## config.mk

```make
export PLATFORM = sky130hd
export DESIGN_NAME = hazard_ctrl
export DESIGN_NICKNAME = d
export VERILOG_FILES = /design/src/rtl/core_pkg.sv /design/src/rtl/sat_counter.sv /design/src/rtl/hazard_ctrl.sv
export SDC_FILE = /design/constraint.sdc
export NUM_CORES = 1
export LEC_CHECK = 0
export ABC_AREA = 1
export ABC_CLOCK_PERIOD_IN_PS = 2300
export BUFFER_PORTS_ARGS = -buffer_cell sky130_fd_sc_hd__buf_2
export CAP_MARGIN = 0
export CORE_MARGIN = 5
export CORE_UTILIZATION = 54
export DETAILED_ROUTE_END_ITERATION = 12
export GPL_TIMING_DRIVEN = 1
export PLACE_DENSITY = 0.86
export SYNTH_ARGS = -nofsm -noshare
export SYNTH_HDL_FRONTEND = slang
export SYNTH_SLANG_ARGS = --single-unit
```

## constraint.sdc

```tcl
create_clock -name clk -period 2.3 [get_ports clk]
set_input_delay 0.69 -clock clk [delete_from_list [all_inputs] [get_ports clk]]
set_output_delay 0.69 -clock clk [all_outputs]
set_load 0.005 [all_outputs]
```

## src/rtl/core_pkg.sv

```systemverilog
// Shared types and encodings for the MIPS core pipeline control logic.
package core_pkg;

    typedef enum logic [2:0] {
        ST_BOOT,
        ST_RUN,
        ST_MSTALL,
        ST_DRAIN,
        ST_HALTED
    } state_t;

    localparam logic [1:0] PCSEL_SEQ = 2'b00;
    localparam logic [1:0] PCSEL_BR  = 2'b01;
    localparam logic [1:0] PCSEL_J   = 2'b10;

    localparam logic [4:0] REG_ZERO = 5'd0;

endpackage

```

## src/rtl/sat_counter.sv

```systemverilog
// Saturating up-counter with synchronous clear; holds at all-ones.
module sat_counter #(
    parameter int W = 16
) (
    input  logic         clk,
    input  logic         inc,
    input  logic         clr,
    output logic [W-1:0] q
);

    logic [W-1:0] r_q;

    always_ff @(posedge clk) begin
        if (clr) begin
            r_q <= '0;
        end else if (inc && (r_q != '1)) begin
            r_q <= r_q + 1'b1;
        end
    end

    assign q = r_q;

endmodule

```

## src/rtl/hazard_ctrl.sv

```systemverilog
// Pipeline sequencing controller: stall/flush/redirect decisions, boot flush,
// halt/drain handshake and stall/flush performance counters.
module hazard_ctrl
    import core_pkg::*;
#(
    parameter int BOOT_CYCLES  = 4,
    parameter int DRAIN_CYCLES = 4,
    parameter int CNT_W        = 16
) (
    input  logic             clk,
    input  logic             rst,
    input  logic [4:0]       id_rs,
    input  logic [4:0]       id_rt,
    input  logic             id_uses_rt,
    input  logic             ex_memread,
    input  logic [4:0]       ex_rt,
    input  logic             ex_branch_taken,
    input  logic             id_jump,
    input  logic             icache_stall,
    input  logic             dcache_stall,
    input  logic             halt_req,
    output logic             pc_we,
    output logic [1:0]       pc_sel,
    output logic             ifid_we,
    output logic             ifid_flush,
    output logic             ctrl_flush,
    output logic             pipe_we,
    output logic             halt_ack,
    output logic [CNT_W-1:0] stall_cnt,
    output logic [CNT_W-1:0] flush_cnt
);

    localparam int MAXC = (BOOT_CYCLES > DRAIN_CYCLES) ? BOOT_CYCLES : DRAIN_CYCLES;
    localparam int CW   = (MAXC > 1) ? $clog2(MAXC) : 1;

    state_t        r_state;
    state_t        w_state_nxt;
    logic [CW-1:0] r_cnt;
    logic [CW-1:0] w_cnt_nxt;
    logic          w_mstall;
    logic          w_load_use;
    logic          w_in_run;
    logic          w_inc_stall;
    logic          w_inc_flush;

    assign w_mstall   = icache_stall | dcache_stall;
    assign w_load_use = ex_memread && (ex_rt != REG_ZERO) &&
                        ((ex_rt == id_rs) || (id_uses_rt && (ex_rt == id_rt)));

    always_ff @(posedge clk) begin
        if (rst) begin
            r_state <= ST_BOOT;
            r_cnt   <= CW'(BOOT_CYCLES - 1);
        end else begin
            r_state <= w_state_nxt;
            r_cnt   <= w_cnt_nxt;
        end
    end

    always_comb begin
        pc_we       = 1'b1;
        pc_sel      = PCSEL_SEQ;
        ifid_we     = 1'b1;
        ifid_flush  = 1'b0;
        ctrl_flush  = 1'b1;
        pipe_we     = 1'b1;
        halt_ack    = 1'b0;
        w_state_nxt = r_state;
        w_cnt_nxt   = r_cnt;

        case (r_state)
            ST_BOOT: begin
                pc_we      = 1'b0;
                ifid_flush = 1'b1;
                ctrl_flush = 1'b0;
                if (r_cnt == '0) w_state_nxt = ST_RUN;
                else             w_cnt_nxt   = r_cnt - 1'b1;
            end
            ST_RUN, ST_MSTALL: begin
                if (w_mstall) begin
                    pc_we       = 1'b0;
                    ifid_we     = 1'b0;
                    pipe_we     = 1'b0;
                    w_state_nxt = ST_MSTALL;
                end else begin
                    w_state_nxt = ST_RUN;
                    if (ex_branch_taken) begin
                        pc_sel     = PCSEL_BR;
                        ifid_flush = 1'b1;
                        ctrl_flush = 1'b0;
                    end else if (id_jump) begin
                        pc_sel     = PCSEL_J;
                        ifid_flush = 1'b1;
                    end else if (w_load_use) begin
                        pc_we      = 1'b0;
                        ifid_we    = 1'b0;
                        ctrl_flush = 1'b0;
                    end
                    // halt is only taken from RUN; from MSTALL it waits one more cycle
                    if ((r_state == ST_RUN) && halt_req) begin
                        w_state_nxt = ST_DRAIN;
                        w_cnt_nxt   = CW'(DRAIN_CYCLES - 1);
                    end
                end
            end
            ST_DRAIN: begin
                if (w_mstall) begin
                    pc_we   = 1'b0;
                    ifid_we = 1'b0;
                    pipe_we = 1'b0;
                end else begin
                    pc_we      = 1'b0;
                    ifid_flush = 1'b1;
                    ctrl_flush = 1'b0;
                    if (r_cnt == '0) w_state_nxt = ST_HALTED;
                    else             w_cnt_nxt   = r_cnt - 1'b1;
                end
            end
            ST_HALTED: begin
                halt_ack   = 1'b1;
                pc_we      = 1'b0;
                ifid_we    = 1'b0;
                pipe_we    = 1'b0;
                ctrl_flush = 1'b0;
                if (!halt_req) w_state_nxt = ST_RUN;
            end
            default: begin
                w_state_nxt = ST_BOOT;
                w_cnt_nxt   = CW'(BOOT_CYCLES - 1);
            end
        endcase
    end

    assign w_in_run    = (r_state == ST_RUN) || (r_state == ST_MSTALL);
    assign w_inc_stall = w_in_run && !pc_we;
    assign w_inc_flush = w_in_run && ifid_flush;

    sat_counter #(.W(CNT_W)) u_stall_cnt (
        .clk (clk),
        .inc (w_inc_stall),
        .clr (rst),
        .q   (stall_cnt)
    );

    sat_counter #(.W(CNT_W)) u_flush_cnt (
        .clk (clk),
        .inc (w_inc_flush),
        .clr (rst),
        .q   (flush_cnt)
    );

endmodule

```

== Word level (Yosys, flattened, before mapping) ==
Index checks and enable logic that the tools add are counted.
Word-level totals
  flip-flop bits (word level): 37
  output and inout port bits: 40
  logic and storage cells: 76
  input port bits: 24
Operators by class
  bitwise operators: 2
  mux-type cells: 33
  equality and inequality tests: 14
  $add $sub $neg: 3
  reduce and logical (&&, ||, !) cells: 20
Operators with widths (number)
  $add A16 B1 Y16 const B: 2
  $ne A16 B16 Y1 const B: 2
  $mux W2: 10
  $mux W1: 12
  $mux W3: 4
  $ne A2 B2 Y1 const B: 6
  $pmux W3 S4: 1
  $eq A5 B5 Y1: 2
  $pmux W1 S3: 3
  $logic_and A1 B1 Y1: 8
  $pmux W2 S4: 1
  $reduce_and A4 Y1: 2
  $eq A3 B2 Y1 const B: 2
  $reduce_or A3 Y1: 2
  $reduce_bool A5 Y1: 1
  $pmux W1 S2: 2
  $reduce_or A2 Y1: 2
  $eq A3 B1 Y1 const B: 1
  $eq A3 B3 Y1 const B: 1
  $logic_not A3 Y1: 1
  $logic_not A2 Y1: 1
  $logic_or A1 B1 Y1: 2
  $sub A2 B1 Y2 const B: 1
  $logic_not A1 Y1: 1
  other kinds (2): 2

== Depth between registers and ports, before layout ==
  word-level depth: 12
  depth in mapped cells: 12
  depth with buffers taken out: 11

== By module ==
From an unflattened synthesis, not the netlist that was laid out.
Second synthesis, totals
  cell total of the unflattened synthesis: 437
  area total of the unflattened synthesis: 2581.2 sq um
By module, submodules not included
  sat_counter at u_stall_cnt: sequential area each 320.3 sq um, instances 1, area each 973.4 sq um, cells each 158
  sat_counter at u_flush_cnt: sequential area each 320.3 sq um, instances 1, area each 929.6 sq um, cells each 149
  hazard_ctrl: sequential area each 100.1 sq um, instances 1, area each 678.2 sq um, cells each 130

== Worst setup path after synthesis ==
No wires, ideal clock.
  kind: input to output
  from: input dcache_stall
  to: output ifid_we
  slack: 45 ps
  required time: 1610 ps
  cell stages on the path: 6
  path buffers: 1
  arrival time: 1565 ps
  cell sequence: nor2_1 > nand2_4 > nor2_2 > a21oi_4 > buf_4 > nand3_1
Between the ends
  longest elaborated chain between the ends: 3
  elaborated cells on any way between the ends: 4
  those cells by class: 3 x mux; 1 x bitwise
RTL lines
  start: declaration: line hazard_ctrl.sv:20  | input logic dcache_stall,
  $or A1 B1 Y1 *: line hazard_ctrl.sv:46  | assign w_mstall = icache_stall | dcache_stall;
  $mux W1, on equally long branches: line hazard_ctrl.sv:107, hazard_ctrl.sv:80
  $pmux W1 S3 *: line hazard_ctrl.sv:71  | case (r_state)
  end: declaration: line hazard_ctrl.sv:24  | output logic ifid_we,
Mark *: on every way between the ends. The rest lies on a longest branch, timed or not.

== Worst setup path in the final report ==
  from: input id_rt[4]
  to: output ctrl_flush
Between the ends
  longest elaborated chain between the ends: 9
RTL lines
  start: declaration: line hazard_ctrl.sv:13  | input logic [4:0] id_rt,
  $eq A5 B5 Y1: line hazard_ctrl.sv:48  | ((ex_rt == id_rs) || (id_uses_rt && (ex_rt == id_rt)));
  $logic_and A1 B1 Y1: line hazard_ctrl.sv:48
  $logic_or A1 B1 Y1: line hazard_ctrl.sv:48
  $logic_and A1 B1 Y1: line hazard_ctrl.sv:47  | assign w_load_use = ex_memread && (ex_rt != REG_ZERO) &&
  $mux W1: line hazard_ctrl.sv:94  | end else if (w_load_use) begin
  $mux W1: line hazard_ctrl.sv:91  | end else if (id_jump) begin
  $mux W1: line hazard_ctrl.sv:87  | if (ex_branch_taken) begin
  $mux W1: line hazard_ctrl.sv:80  | if (w_mstall) begin
  $pmux W1 S3: line hazard_ctrl.sv:71
  end: declaration: line hazard_ctrl.sv:26  | output logic ctrl_flush,
Every way passes these cells.

==> out/summary.txt <==
clock slew at the register clock pins of the worst setup and hold paths = 70 ps
cts hold-fix bufs = 0
initial antenna violation count = 0
Port Buffers = 63
H-tree levels = 2
Internal Power = 0.00135 W
leading register cell type out of synthesis = dfxtp_1
worst r2r dst = u_stall_cnt.q[2]
Ys Warns = 0
DP Worst Slack = -5.63 ps
Hold Slack = 468 ps
Fmax = 433 MHz
peak supply drop = 0.425 mV
P&R area growth vs syn = 21.7%
MaxCap Viol Count = 0
EDFF count, synth = 0
vias in the first global route = 2564
Pre-antenna DRT Iters = 4
distinct cell type count after synthesis = 39
# IOs = 64
final setup skew = 8.15 ps
sw frac = 0.441
worst hold-check path type = reg -> reg
slew of the pin with the lowest slew margin = 418 ps
r2r setup slk = 320 ps
Cell Area, Placed = 2910 um^2
Hold Violations, Final = 0
Post-Syn Area = 2540 um^2
GRT Residual Overflow = 0
flop and latch count out of synthesis = 37
clock root buffer = clkbuf_8
Flop pwr share = 0.311
Critical Path Fanout Max = 2
total CTS buffers = 5
RSZ-0062 raised after global routing = yes
Crit Path Class = in -> out
Die X = 78.6 um
Rows = 25
Area contributors post-synth = dfxtp_1 29%, nand2_1 14%, inv_1 7.5%
die area = 6180 um^2
Synth top area share = 0.291
Worst Setup Start Kind = primary input
crit path DAT = 1620 ps
top-count cell post-synth = nand2_1
die height = 78.6 um
R2R Path Start = u_stall_cnt.q[1]
syn_area_per_cell = 6.59 um^2
crit path capture type = output pin
Syn Inst Count = 386
Power Dens Cells = 782 nW/um^2
vias = 2756
routed vias/inst = 5.40
post-DR wirelength/cell = 13.0 um
Detail Placement HPWL = 4.89 mm
Worst Setup SP = id_rt[4]
synth cell count leaders = 94 x nand2_1, 51 x inv_1, 37 x dfxtp_1
sw power = 0.00107 W
GRT Overall Usage = 0.216
number of diodes = 0
Starting Density = 0.546
# DRC = 0
async set or reset register ratio after synthesis = 0
relative slew slack = 0.719
CP required = 1610 ps
period utilization = 1.01
RD Place Congestion = 0.925
Non-Filler Cell Area, Final = 3090 um^2
initial DRC count = 187
post-synthesis net count = 413
sequential area share after synthesis = 0.291
Worst-Skew Late Latency = 290 ps
Setup crit end = ctrl_flush
leakage power = 1.43 nW
Comb power frac = 0.493
CTS sink count = 37
largest net degree at the start of global routing = 18
fin nets = 483
final setup violation count = 1
first-pass GRT wire length = 11.0 mm
Clock Path Buffers = 2
TritonCTS clock tree = built
failing checks = negative setup slack
Slew Viols, Final = 0
routed wire length = 6.64 mm
status = complete, but fails checks
Clock power frac = 0.195
final worst slack = -11.6 ps
leading area contributor after synthesis = dfxtp_1
share of cells above drive strength 1 = 0.287
FF-to-FF path depth = 8
CORE AREA = 4660 um^2
min Tclk post-route = 2310 ps
post-route ant nets = 0
critical path, cell delays in order:
cell     delay (ps)
buf_2           100
inv_1            40
nand2_1          60
nand2_1          60
nor2_1          100
nand3_1          90
nand2_1          80
nand2_2          70
a21oi_2         110
o22ai_1          80
buf_2           140
sequential cells by signal, summed over array words and instances (netlist names):
signal / cells
u_stall_cnt.q: 16
r_cnt: 2
u_flush_cnt.q: 16
r_state: 3
cell type report:
cell class,count,area (um^2)
sequential,37,741
clock inverter,1,7.51
fill,415,1570
inverter,55,211
timing repair buffer,73,434
clock buffer,6,82.6
multi-input combinational,284,1550
tap,54,67.6
what timing repair did:
item                                    CTS  global route
pin swaps                                 3            15
endpoints found under the setup margin    1             5
resized for setup                         3            24
buffers inserted                          0             3
logic make-up (layout without fill, tap and decap cells):
group / Yosys count / in the layout / synth area share
xor+xnor: 17 / 17 / 0.0586
flops: 37 / 37 / 0.291
simple gates: 215 / 215 / 0.404
buf+inv: 65 / 135 / 0.110
fa+ha+maj: 3 / 3 / 0.0148
compound gates: 49 / 49 / 0.122
through the flow:
stage                      util  std cells  setup TNS [ps]  power (W)
after floorplan               -        386               0    0.00164
after global placement    0.623        500               0    0.00185
after detailed placement  0.623        500           -5.63    0.00188
after CTS                 0.644        507               0    0.00236
after global routing      0.664        510            -242    0.00257
final                     0.664        510           -11.6    0.00242
per-layer routing:
metal  up-vias  routed length [um]  global-route usage
met5         -                   0                   0
met4         0                 126              0.0857
met3        12                 350              0.0413
met2        80                3350               0.387
met1      1270                2810               0.251
li1       1394                   -                   -
worst min-delay path by stage:
stage / start / to / slack [ps] / depth (start not counted)
2_1_floorplan: r_cnt[0] / r_cnt[0] / 430 / 2
3_3_place_gp: r_cnt[0] / r_cnt[0] / 440 / 2
3_5_place_dp: r_cnt[0] / r_cnt[0] / 450 / 2
4_1_cts: r_cnt[0] / r_cnt[0] / 470 / 2
5_1_grt: r_cnt[0] / r_cnt[0] / 490 / 2
6_report: r_cnt[0] / r_cnt[0] / 470 / 2
power groups by stage:
stage                     clock network (W)  registers (W)  logic, W
after floorplan                           0       0.000765  0.000875
after global placement                    0       0.000763   0.00109
after detailed placement                  0       0.000766   0.00111
after CTS                          0.000487       0.000751   0.00113
after global routing               0.000514       0.000760   0.00129
final                              0.000473       0.000752   0.00119
cells in the final DEF (no fill, tap or decap), drive strengths merged, types with 2 or more instances in the layout:
cell type | netlist | final
nand3b | 2 | 2
nand3 | 26 | 26
dfxtp | 37 | 37
o21ai | 12 | 12
ha | 3 | 3
a21oi | 33 | 33
inv | 54 | 54
xnor2 | 4 | 4
nor3 | 15 | 15
buf | 8 | 73
nand4 | 23 | 23
nor2 | 38 | 38
clkbuf | 2 | 6
xor2 | 13 | 13
nor4 | 3 | 3
nand2 | 107 | 107
Power figures use the tool's default switching activity.
